**src/rtl/truth_table_sweeper_if.sv**
```systemverilog
// rtl/truth_table_sweeper_if.sv - control, result and DUT-stimulus bundle of the truth table sweeper
interface truth_table_sweeper_if #(
    parameter int N = 3
);
    logic         start;
    logic         abort;
    logic         f_in;
    logic [N-1:0] stim;
    logic         busy;
    logic         done;
    logic         pass;
    logic [N:0]   err_count;
    logic         first_fail_valid;
    logic [N-1:0] first_fail_vec;

    // Controller / bench side: issues commands, models the DUT, reads results
    modport master (
        output start, abort, f_in,
        input  stim, busy, done, pass, err_count, first_fail_valid, first_fail_vec
    );

    // Sweeper side
    modport slave (
        input  start, abort, f_in,
        output stim, busy, done, pass, err_count, first_fail_valid, first_fail_vec
    );
endinterface

```
**src/rtl/truth_table_sweeper.sv**
```systemverilog
// rtl/truth_table_sweeper.sv - exhaustive input sweeper and truth table checker for an N-input combinational block
module truth_table_sweeper #(
    parameter int                N      = 3,
    parameter logic [(1<<N)-1:0] TRUTH  = 8'b1110_1000,
    parameter int                SETTLE = 2
) (
    input  logic                   clk,
    input  logic                   rst_n,
    truth_table_sweeper_if.slave   bus
);
    localparam int              CW          = (SETTLE > 1) ? $clog2(SETTLE) : 1;
    localparam logic [CW-1:0]   SETTLE_LAST = CW'(SETTLE - 1);
    localparam logic [N-1:0]    STIM_LAST   = {N{1'b1}};
    localparam logic [N-1:0]    STIM_ONE    = N'(1);
    localparam logic [N:0]      ERR_ONE     = (N+1)'(1);

    localparam logic [0:0] S_IDLE  = 1'b0;
    localparam logic [0:0] S_SWEEP = 1'b1;

    logic [0:0]    state_q,    state_d;
    logic          busy_q,     busy_d;
    logic          done_q,     done_d;
    logic          pass_q,     pass_d;
    logic [N-1:0]  stim_q,     stim_d;
    logic [CW-1:0] settle_q,   settle_d;
    logic [N:0]    err_q,      err_d;
    logic          ff_valid_q, ff_valid_d;
    logic [N-1:0]  ff_vec_q,   ff_vec_d;

    logic          mismatch;

    // The expected bit for the vector currently on stim, compared with what the DUT returns
    always_comb begin
        mismatch = (bus.f_in != TRUTH[stim_q]);
    end

    // Next-state logic: start/abort handling, settle pacing, sampling and result bookkeeping
    always_comb begin
        state_d    = state_q;
        busy_d     = busy_q;
        done_d     = 1'b0;
        pass_d     = pass_q;
        stim_d     = stim_q;
        settle_d   = settle_q;
        err_d      = err_q;
        ff_valid_d = ff_valid_q;
        ff_vec_d   = ff_vec_q;

        if (state_q == S_IDLE) begin
            // abort has priority over start even in IDLE
            if (bus.start && !bus.abort) begin
                state_d    = S_SWEEP;
                busy_d     = 1'b1;
                stim_d     = '0;
                settle_d   = '0;
                err_d      = '0;
                ff_valid_d = 1'b0;
                ff_vec_d   = '0;
                pass_d     = 1'b0;
            end
        end else begin
            if (bus.abort) begin
                // Partial results are kept; the comparison on this edge is dropped
                state_d  = S_IDLE;
                busy_d   = 1'b0;
                pass_d   = 1'b0;
                stim_d   = '0;
                settle_d = '0;
            end else if (settle_q < SETTLE_LAST) begin
                settle_d = settle_q + CW'(1);
            end else begin
                if (mismatch) begin
                    err_d = err_q + ERR_ONE;
                    if (!ff_valid_q) begin
                        ff_valid_d = 1'b1;
                        ff_vec_d   = stim_q;
                    end
                end
                settle_d = '0;
                if (stim_q == STIM_LAST) begin
                    // pass reflects the count including this final sample
                    state_d = S_IDLE;
                    busy_d  = 1'b0;
                    done_d  = 1'b1;
                    stim_d  = '0;
                    pass_d  = (err_d == '0);
                end else begin
                    stim_d = stim_q + STIM_ONE;
                end
            end
        end
    end

    // State and result registers; everything clears asynchronously on reset
    always_ff @(posedge clk or negedge rst_n) begin
        if (!rst_n) begin
            state_q    <= S_IDLE;
            busy_q     <= 1'b0;
            done_q     <= 1'b0;
            pass_q     <= 1'b0;
            stim_q     <= '0;
            settle_q   <= '0;
            err_q      <= '0;
            ff_valid_q <= 1'b0;
            ff_vec_q   <= '0;
        end else begin
            state_q    <= state_d;
            busy_q     <= busy_d;
            done_q     <= done_d;
            pass_q     <= pass_d;
            stim_q     <= stim_d;
            settle_q   <= settle_d;
            err_q      <= err_d;
            ff_valid_q <= ff_valid_d;
            ff_vec_q   <= ff_vec_d;
        end
    end

    assign bus.stim             = stim_q;
    assign bus.busy             = busy_q;
    assign bus.done             = done_q;
    assign bus.pass             = pass_q;
    assign bus.err_count        = err_q;
    assign bus.first_fail_valid = ff_valid_q;
    assign bus.first_fail_vec   = ff_vec_q;
endmodule

```
**src/flat_wrapper.sv**
```systemverilog
// flat-port wrapper written by rule: the top's interface ports become plain ports
module truth_table_sweeper_flat 
#(
    parameter int                N      = 3,
    parameter logic [(1<<N)-1:0] TRUTH  = 8'b1110_1000,
    parameter int                SETTLE = 2
)
  (clk, rst_n, bus_start, bus_abort, bus_f_in, bus_stim, bus_busy, bus_done, bus_pass, bus_err_count, bus_first_fail_valid, bus_first_fail_vec);
  truth_table_sweeper_if #(.N(N)) bus_i ();
  input  logic clk;
  input  logic rst_n;
  input wire logic [$bits(bus_i.start)-1:0] bus_start;
  input wire logic [$bits(bus_i.abort)-1:0] bus_abort;
  input wire logic [$bits(bus_i.f_in)-1:0] bus_f_in;
  output wire logic [$bits(bus_i.stim)-1:0] bus_stim;
  output wire logic [$bits(bus_i.busy)-1:0] bus_busy;
  output wire logic [$bits(bus_i.done)-1:0] bus_done;
  output wire logic [$bits(bus_i.pass)-1:0] bus_pass;
  output wire logic [$bits(bus_i.err_count)-1:0] bus_err_count;
  output wire logic [$bits(bus_i.first_fail_valid)-1:0] bus_first_fail_valid;
  output wire logic [$bits(bus_i.first_fail_vec)-1:0] bus_first_fail_vec;
  assign bus_i.start = bus_start;
  assign bus_i.abort = bus_abort;
  assign bus_i.f_in = bus_f_in;
  assign bus_stim = bus_i.stim;
  assign bus_busy = bus_i.busy;
  assign bus_done = bus_i.done;
  assign bus_pass = bus_i.pass;
  assign bus_err_count = bus_i.err_count;
  assign bus_first_fail_valid = bus_i.first_fail_valid;
  assign bus_first_fail_vec = bus_i.first_fail_vec;
  truth_table_sweeper #(.N(N), .TRUTH(TRUTH), .SETTLE(SETTLE)) u_core (.clk(clk), .rst_n(rst_n), .bus(bus_i));
endmodule
```
**config.mk**
```make
export PLATFORM = sky130hd
export DESIGN_NAME = truth_table_sweeper_flat
export DESIGN_NICKNAME = d
export VERILOG_FILES = /design/src/rtl/truth_table_sweeper_if.sv /design/src/rtl/truth_table_sweeper.sv /design/src/flat_wrapper.sv
export SDC_FILE = /design/constraint.sdc
export NUM_CORES = 1
export LEC_CHECK = 0
export ABC_AREA = 1
export CAP_MARGIN = 0
export CORE_MARGIN = 1
export CORE_UTILIZATION = 37
export CTS_CLUSTER_SIZE = 14
export DETAILED_ROUTE_END_ITERATION = 10
export PLACE_DENSITY = 0.65
export SYNTH_ARGS = -nofsm -noshare
export SYNTH_HDL_FRONTEND = slang
export SYNTH_SLANG_ARGS = --single-unit
```
**constraint.sdc**
```tcl
create_clock -name clk -period 2.6 [get_ports clk]
set_input_delay 0.52 -clock clk [delete_from_list [all_inputs] [get_ports clk]]
set_output_delay 0.52 -clock clk [all_outputs]
set_load 0.005 [all_outputs]
```
# [Word level (Yosys, flattened, before mapping)]
# Memories as Yosys holds them, arrays and structs flattened.
# Cells that the tools add are included.
[totals] romBits=8 ff_bits=16 inputBits=5 wordCells=77 out_inout_bits=14 n_memories=1
[op_classes] n_eq_ne=8 n_lt_le_gt_ge=2 n_addsub=3 muxes=45 reduce_logical=9
[memory_table] memory="(no name shown)" words=8 word_bits=1 read_ports=1 rd_ports_with_merged_regs=0 write_ports=0 line="truth_table_sweeper.sv:34" rtl="mismatch = (bus.f_in != TRUTH[stim_q]);"
[op_table] op="$mux 4" n=8
[op_table] op="$mux 3" n=10
[op_table] op="$mux 1" n=27
[op_table] op="$ne 2x2->1 const B" n=4
[op_table] op="$ne 3x3->1 const B" n=2
[op_table] op="$reduce_and 3->1" n=2
[op_table] op="$reduce_and 5->1" n=1
[op_table] op="$add 4x1->4 const B" n=1
[op_table] op="$logic_not 4->1" n=1
[op_table] op="$lt 3x4->1 const B" n=1
[op_table] op="$reduce_and 4->1" n=1
[op_table] op="$add 3x1->3 const B" n=1
[op_table] op="$eq 3x3->1 const B" n=1
[op_table] op="$reduce_and 2->1" n=1
[op_table] op="$reduce_bool 2->1" n=1
[op_table] op="$add 1x1->1 const B" n=1
[op_table] op="$logic_and 1x1->1" n=1
[op_table] op="$logic_not 1->1" n=1
[op_table] op="$lt 1x1->1 const B" n=1
[op_table] op="$ne 1x1->1" n=1

# [Depth between registers and ports, before layout]
# Gate-level depths: netlist of run 1.
[depth] word_depth=12 mapped_depth=11

# [Least setup slack after synthesis of run 1]
# Ideal clock, no wire load.
[synth_path] path_type="flip-flop to flip-flop" from="register u_core.stim_q[0] (netlist: u_core.bus.stim[0])" to="register u_core.pass_q (netlist: u_core.bus.pass)" path_stages_with_launch=12 t_required_ns=2.483 setup_slack_ns=1.238 setup_time_ns=0.117 path_buffers=0 arrival_ns=1.244 path_cell_list="dfrtp_1 -> inv_1 -> ha_1 -> inv_1 -> nand2_1 -> nand3_2 -> nand2_4 -> nand2_1 -> nand2_1 -> nor2_1 -> nand3_1 -> nand2_1"
[synth_between] elab_chain_len=12
[synth_rtl] element="start: declaration" line="truth_table_sweeper.sv:24" rtl="logic [N-1:0] stim_q, stim_d;"
[synth_rtl] element="start signal: assignment" line="truth_table_sweeper.sv:111" rtl="stim_q <= stim_d;"
[synth_rtl] element="$mem_v2 8x1"
[synth_rtl] element="$mux 1 (not written as such)" line="truth_table_sweeper.sv:34"
[synth_rtl] element="$ne 1x1->1" line="truth_table_sweeper.sv:34"
[synth_rtl] element="$mux 4" line="truth_table_sweeper.sv:72" rtl="if (mismatch) begin"
[synth_rtl] element="$mux 4" line="truth_table_sweeper.sv:69" rtl="end else if (settle_q < SETTLE_LAST) begin"
[synth_rtl] element="$mux 4" line="truth_table_sweeper.sv:62" rtl="if (bus.abort) begin"
[synth_rtl] element="$mux 4" line="truth_table_sweeper.sv:49" rtl="if (state_q == S_IDLE) begin"
[synth_rtl] element="$logic_not 4->1" line="truth_table_sweeper.sv:86" rtl="pass_d = (err_d == '0);"
[synth_rtl] element="$mux 1" line="truth_table_sweeper.sv:80" rtl="if (stim_q == STIM_LAST) begin"
[synth_rtl] element="$mux 1" line="truth_table_sweeper.sv:69"
[synth_rtl] element="$mux 1" line="truth_table_sweeper.sv:62"
[synth_rtl] element="$mux 1" line="truth_table_sweeper.sv:49"
[synth_rtl] element="end signal: assignment" line="truth_table_sweeper.sv:110" rtl="pass_q <= pass_d;"
[synth_rtl] element="end: declaration" line="truth_table_sweeper.sv:23" rtl="logic pass_q, pass_d;"
# Parallel ways exist; a longest one is shown, timed or not. The select of a mux whose other input is x is not followed.
# A chain may end at the register's enable or synchronous reset.

# [Final worst setup path of run 1]
[layout_path] from="register u_core.err_q[2] (netlist: u_core.bus.err_count[2])" to="output port bus_err_count[2]"
[layout_rtl] element="start: declaration" line="truth_table_sweeper.sv:26" rtl="logic [N:0] err_q, err_d;"
[layout_rtl] element="start signal: assignment" line="truth_table_sweeper.sv:113" rtl="err_q <= err_d;"
[layout_rtl] element="end: declaration" line="flat_wrapper.sv:19" rtl="output wire logic [$bits(bus_i.err_count)-1:0] bus_err_count;"
# No word-level cell between the ends.

==> load_flow_metrics.sql, run 1 <==
INSERT INTO impl_metrics (metric_group, metric, value, unit) VALUES
('critical_path', 'reg2reg_depth', '11', ''),
('place', 'pre_cts_ws', '733', 'ps'),
('floorplanning', 'ios', '19', ''),
('detailed_routing', 'detail_route.wirelength.met1', '920', 'microns'),
('detailed_routing', 'via_count', '783', ''),
('detailed_routing', 'drcViolationCount', '0', ''),
('critical_path', 'setup.worst_path.class', 'flip-flop to primary output', ''),
('clock_tree', 'clock_sinks', '16', ''),
('detailed_routing', 'first_pass_iters', '4', ''),
('clock_tree', 'worst_skew_pair.late_latency', '290', 'ps'),
('timing', 'finalSetupTns', '0', 'ps'),
('timing', 'final.period_utilization', '0.700', ''),
('timing', 'max_freq', '549', 'MHz'),
('critical_path', 'critical_path_s_slowest_cell', 'clkdlybuf4s50_1', ''),
('global_routing', 'gr-usage-all-layers', '0.148', ''),
('timing', 'setup_viol', '0', ''),
('power', 'power_frac_seq', '0.428', ''),
('logic_synthesis', 'mappedNetlistArea', '933', 'sq um'),
('power', 'total_power_consumption_of_the_routed_design', '0.840', 'mW'),
('clock_tree', 'holdBufCountCts', '0', ''),
('clock_tree', 'cts_setup_buffers', '0', ''),
('detailed_routing', 'dr_wl_met2', '891', 'microns'),
('timing', 'final.setup_skew', '4.82', 'ps'),
('critical_path', 'max_stage_delay', '540', 'ps'),
('clock_tree', 'cts_buffers', '3', ''),
('floorplanning', 'floorplan.initialDensity', '0.406', ''),
('detailed_routing', 'met3_length', '65', 'microns'),
('detailed_routing', 'top_layer_used', 'met4', ''),
('logic_synthesis', 'synth_area_per_cell', '8.64', 'sq um'),
('critical_path', 'worst_setup_path_start_kind', 'flip-flop', ''),
('critical_path', 'reg2reg_slack', '1040', 'ps'),
('power', 'portion_of_total_power_attributed_to_combinational_logic', '0.376', ''),
('logic_synthesis', 'instance_count_of_the_mapped_netlist', '108', ''),
('critical_path', 'crit_buf_inv', '1', ''),
('clock_tree', 'clkTransAtPathRegs', '90', 'ps'),
('clock_tree', 'cts_root_buf', 'clkbuf_4', ''),
('power', 'ir_drop', '0.469', 'mV'),
('power', 'total_leakage_power', '0.581', 'nW'),
('timing', 'worst-slew-pin-transition', '743', 'ps'),
('layout', 'syn_to_final_growth', '26.4', '%'),
('floorplanning', 'rows', '17', ''),
('floorplanning', 'die_height', '52.2', 'microns'),
('layout', 'insertedDiodeCount', '0', ''),
('critical_path', 'worst_r2r_endpoint', 'u_core.bus.pass', ''),
('global_routing', 'overflow', '0', ''),
('detailed_routing', 'initialDrtViolationCount', '19', ''),
('logic_synthesis', 'netlist-cell-type-count', '21', ''),
('detailed_routing', 'detail_route.wl_per_cell', '12.1', 'microns'),
('min_path', 'min_to', 'u_core.bus.pass', ''),
('timing', 'rsz0062_at_grt', 'no', ''),
('logic_synthesis', 'synth.largest_area_cell', 'dfrtp_1', ''),
('power', 'switching_share', '0.380', ''),
('global_routing', 'largest_net_degree_at_the_start_of_global_routing', '17', ''),
('layout', 'fin_nets', '139', ''),
('critical_path', 'cp_max_fo', '6', ''),
('critical_path', 'setup.worst_path.end_class', 'primary output', ''),
('min_path', 'hold_start', 'u_core.bus.pass', ''),
('global_routing', 'grt_antenna_before_repair', '0', ''),
('outcome', 'status', 'finished clean', ''),
('logic_synthesis', 'nets_in_the_synthesized_netlist', '117', ''),
('timing', 'max-slew-margin-rel', '0.503', ''),
('power', 'power_report.internal_total', '0.521', 'mW'),
('layout', 'post_route_cells_drive_above_1_share', '0.163', ''),
('detailed_routing', 'remaining_number_of_nets_flagged_by_the_antenna_check_after_routing', '0', ''),
('min_path', 'worst_hold_path.num_cells', '2', ''),
('floorplanning', 'die_area', '0.00273', 'sq mm'),
('critical_path', 'worst-endpoint-required', '2080', 'ps'),
('floorplanning', 'die_width', '52.2', 'microns'),
('clock_tree', 'clk_path_buf_depth', '2', ''),
('timing', 'timing.final.hold_violations', '0', ''),
('logic_synthesis', 'synth-seq-cells', '16', '');
==> metal layers <==
layer / track usage / vias to the layer above
li1: - / 400
met1: 0.206 / 360
met2: 0.220 / 19
met3: 0.0203 / 4
met4: 0.0789 / 0
met5: 0 / -
==> layout by cell type, fill, tap and decap left out <==
master	count
a21boi_0	1
nand3_4	2
nor2_2	2
a21oi_1	2
inv_2	5
clkbuf_8	1
o21ai_1	7
ha_1	4
nand3_2	3
clkbuf_4	3
dfrtp_1	16
xor2_1	1
nand4_2	1
nand2_4	3
nand4_1	1
inv_1	11
o22ai_1	1
nand2_1	23
nand3_1	21
nor2_8	1
o21ai_0	1
clkdlybuf4s50_1	18
nor2_1	1
==> cell usage after synthesis (all sizes together) <==
cell	number
nor2	4
nand2	26
a21oi	2
nand4	2
xor2	1
ha	4
o21ai	8
buf	1
nand3	26
o22ai	1
inv	16
a21boi	1
dfrtp	16
==> kinds of logic (layout without fill, tap and decap cells) <==
kind of cell / Yosys count / count (layout) / share of synthesized area
buf+inv: 17 / 38 / 0.0697
fa+ha+maj: 4 / 4 / 0.0536
compound gates: 12 / 12 / 0.0684
xor+xnor: 1 / 1 / 0.00939
simple gates: 58 / 58 / 0.370
flops: 16 / 16 / 0.429
==> area by class of cell <==
type | count | area [sq um]
multi-input cells | 75 | 468
fillers | 223 | 1120
flip-flops and latches | 16 | 400
repair buffers | 18 | 180
clock buffers | 4 | 36.3
inverters | 16 | 60.1
well taps | 28 | 35.0
==> how the worst max path moves through the flow <==
| stage | startpoint | end | slack (ps) |
|---|---|---|---|
| after floorplan | u_core.bus.stim[0] | u_core.bus.pass | 1240 |
| after global placement | bus_abort | u_core.bus.pass | 750 |
| after detailed placement | bus_abort | u_core.bus.busy | 730 |
| after CTS | u_core.bus.err_count[2] | bus_err_count[2] | 780 |
| after global routing | u_core.bus.err_count[2] | bus_err_count[2] | 710 |
| final | u_core.bus.err_count[2] | bus_err_count[2] | 780 |
==> power groups by stage <==
stage | Combinational [mW] | Clock (mW) | Sequential [mW]
after global routing | 0.345 | 0.180 | 0.368
final | 0.316 | 0.164 | 0.360
after floorplan | 0.210 | 0 | 0.342
after detailed placement | 0.318 | 0 | 0.364
after CTS | 0.320 | 0.168 | 0.360
after global placement | 0.314 | 0 | 0.362
==> metrics by stage <==
stage,util,instances
6_report,0.514,157
5_1_grt,0.514,157
4_1_cts,0.514,157
3_5_place_dp,0.498,153
3_3_place_gp,0.498,153
2_1_floorplan,-,108
==> registers in the layout (all words and copies together), names as in the netlist <==
name and count:
u_core.bus.pass 1, u_core.bus.first_fail_valid 1, u_core.bus.done 1, u_core.settle_q 1, u_core.bus.busy 1, u_core.state_q 1
u_core.bus.stim 3, u_core.bus.err_count 4, u_core.bus.first_fail_vec 3
Note: power is estimated with default switching activity, not from simulation.
==> run 2, diff against run 1 <==
==> constraint.sdc (replaced) <==
create_clock -name clk -period 1.9 [get_ports clk]
set_input_delay 0.38 -clock clk [delete_from_list [all_inputs] [get_ports clk]]
set_output_delay 0.38 -clock clk [all_outputs]
set_load 0.005 [all_outputs]
==> run 2 against run 1 <==
Compared with the run above:
- sequential share of layout area fell by 0.21 points
- sequential power is 37% higher
- flip-flop and latch count is the same
- clock power is 37% higher
- worst setup slack worse by 550 ps
- largest cell class unchanged
- largest power group unchanged
- highest routed layer unchanged
==> load_flow_metrics.sql, run 2 (synthesis results as in run 1) <==
INSERT INTO impl_metrics (metric_group, metric, value, unit) VALUES
('power', 'power_report.internal_total', '0.713', 'mW'),
('layout', 'final_cell_mix', 'nand2_1, nand3_1, clkdlybuf4s50_1', ''),
('clock_tree', 'clk_path_buf_depth', '2', ''),
('clock_tree', 'cts_tree', 'yes', ''),
('outcome', 'status', 'finished clean', ''),
('layout', 'insertedDiodeCount', '0', ''),
('floorplanning', 'rows', '17', ''),
('detailed_routing', 'initialDrtViolationCount', '9', ''),
('timing', 'finalSetupTns', '0', 'ps'),
('critical_path', 'timing.critical_path.cells', 'clkdlybuf4s50_1', ''),
('clock_tree', 'resized_cells_post_cts', '0', ''),
('critical_path', 'cp_max_fo', '6', ''),
('layout', 'max_reg_flops', '4', ''),
('critical_path', 'max_stage_delay', '540', 'ps'),
('layout', 'layout_commonest_cell', 'nand2_1', ''),
('critical_path', 'critical-path-top-delay-family', 'buffers and inverters', ''),
('place', 'hpwl', '1.50', 'mm'),
('floorplanning', 'die_area', '0.00273', 'sq mm'),
('timing', 'timing_max_transition_violations_final', '0', ''),
('critical_path', 'worst_ep_arrival_time', '1290', 'ps'),
('clock_tree', 'htree_levels', '1', ''),
('timing', 'final.period_utilization', '0.880', ''),
('detailed_routing', 'route.final.wire_length', '1.92', 'mm'),
('layout', 'post_route_cells_drive_above_1_share', '0.169', ''),
('power', 'portion_of_total_power_attributed_to_combinational_logic', '0.376', ''),
('flow_run', 'cap_viol_max_count', '0', ''),
('place', 'place_congestion', '0.786', ''),
('floorplanning', 'die_width', '52.2', 'microns'),
('global_routing', 'grt_antenna_before_repair', '0', ''),
('power', 'power_frac_seq', '0.430', ''),
('global_routing', 'gr-usage-all-layers', '0.158', ''),
('timing', 'rsz0062_at_grt', 'no', ''),
('clock_tree', 'holdBufCountCts', '0', ''),
('detailed_routing', 'remaining_number_of_nets_flagged_by_the_antenna_check_after_routing', '0', ''),
('layout', 'fin_nets', '140', ''),
('power', 'total_switching_power', '0.438', 'mW'),
('layout', 'syn_to_final_growth', '27.2', '%'),
('critical_path', 'setup.worst_path.class', 'flip-flop to primary output', ''),
('timing', 'worst-slew-pin-transition', '336', 'ps'),
('power', 'switching_share', '0.381', ''),
('clock_tree', 'clkTransAtPathRegs', '100', 'ps'),
('timing', 'max_freq', '598', 'MHz'),
('clock_tree', 'clock_sinks', '16', ''),
('detailed_routing', 'first_pass_iters', '4', ''),
('timing', 'post-route-min-period', '1670', 'ps'),
('timing', 'setup_viol', '0', ''),
('detailed_routing', 'drcViolationCount', '0', ''),
('floorplanning', 'core', '0.00230', 'sq mm'),
('critical_path', 'worst-endpoint-required', '1520', 'ps'),
('global_routing', 'grt_pass1_wl', '3.13', 'mm'),
('floorplanning', 'die_height', '52.2', 'microns'),
('clock_tree', 'cts_root_buf', 'clkbuf_4', ''),
('clock_tree', 'cts_buffers', '3', ''),
('timing', 'fin_worst_hold_slack', '393', 'ps'),
('min_path', 'worst_hold_path_type', 'input pin to async pin', ''),
('floorplanning', 'floorplan.initialDensity', '0.406', ''),
('critical_path', 'crit_buf_inv', '1', ''),
('critical_path', 'worst_setup_path_start_kind', 'flip-flop', ''),
('timing', 'max-slew-margin-rel', '0.776', ''),
('timing', 'final.setup_skew', '8.15', 'ps'),
('critical_path', 'critical_path_s_slowest_cell', 'clkdlybuf4s50_1', ''),
('layout', 'layout.filler_cells', '235', ''),
('power', 'total_leakage_power', '0.585', 'nW'),
('clock_tree', 'cts_setup_buffers', '0', ''),
('power', 'power.clock.fraction', '0.194', ''),
('power', 'ir_drop', '0.716', 'mV'),
('detailed_routing', 'vias_per_cell', '4.86', ''),
('detailed_routing', 'via_count', '768', ''),
('clock_tree', 'worst_skew_pair.late_latency', '290', 'ps'),
('floorplanning', 'ios', '19', ''),
('place', 'place.port_buffers', '18', ''),
('power', 'power_density', '970', 'mW/mm^2'),
('detailed_routing', 'detail_route.wl_per_cell', '12.2', 'microns'),
('global_routing', 'overflow', '0', ''),
('timing', 'timing.final.hold_violations', '0', ''),
('critical_path', 'setup.worst_path.end_class', 'primary output', ''),
('global_routing', 'first_global_vias', '715', ''),
('global_routing', 'largest_net_degree_at_the_start_of_global_routing', '17', '');
[run 2: cell count changes in the layout (fill, tap and decap cells not counted)]
cell   before  now
buf_4       0    1
[run 2: power groups by stage]
stage,logic [mW],clock network [mW],registers [mW]
after global routing,0.481,0.241,0.506
after detailed placement,0.435,0,0.499
after CTS,0.437,0.229,0.495
after floorplan,0.288,0,0.469
final,0.433,0.224,0.495
after global placement,0.432,0,0.494
[run 2: worst paths after layout]
| check | from | end | slack (ps) | depth (start not counted) |
|---|---|---|---|---|
| worst max-delay path | u_core.bus.err_count[2] | bus_err_count[2] | 230 | 1 |
| worst min-delay path | rst_n | u_core.bus.first_fail_vec[1] | 390 | 2 |
| worst max register to register | u_core.bus.stim[0] | u_core.bus.pass | 320 | 11 |
| worst min register to register | u_core.bus.pass | u_core.bus.pass | 490 | 2 |
| max in group asynchronous | rst_n | u_core.bus.err_count[1] | 1320 | 2 |
| min in group clk | u_core.bus.pass | u_core.bus.pass | 490 | 2 |
[run 2: final cells by class]
| cell class | count | area [sq um] | share of cell area |
|---|---|---|---|
| repair buffers | 19 | 188 | 0.158 |
| clock buffers | 4 | 36.3 | 0.0306 |
| flip-flops and latches | 16 | 400 | 0.337 |
| inverters | 16 | 60.1 | 0.0506 |
| well taps | 28 | 35.0 | 0.0295 |
| multi-input cells | 75 | 468 | 0.394 |
[run 2: layer usage]
metal	global-route usage	vias to the layer above	wire length (microns)
met1	0.219	343	938
met2	0.248	21	866
met4	0.0658	0	29
li1	-	402	-
met3	0.0203	2	87
met5	0	-	0
[run 2: metrics by stage]
step           setup WS (ps)  std cells  power, mW  area, sq um  utilization
2_1_floorplan            538        108      0.756          933            -
3_3_place_gp             188        154      0.926         1150        0.501
3_5_place_dp             173        154      0.934         1150        0.501
4_1_cts                  214        158       1.16         1190        0.517
5_1_grt                  135        158       1.23         1190        0.517
6_report                 228        158       1.15         1190        0.517
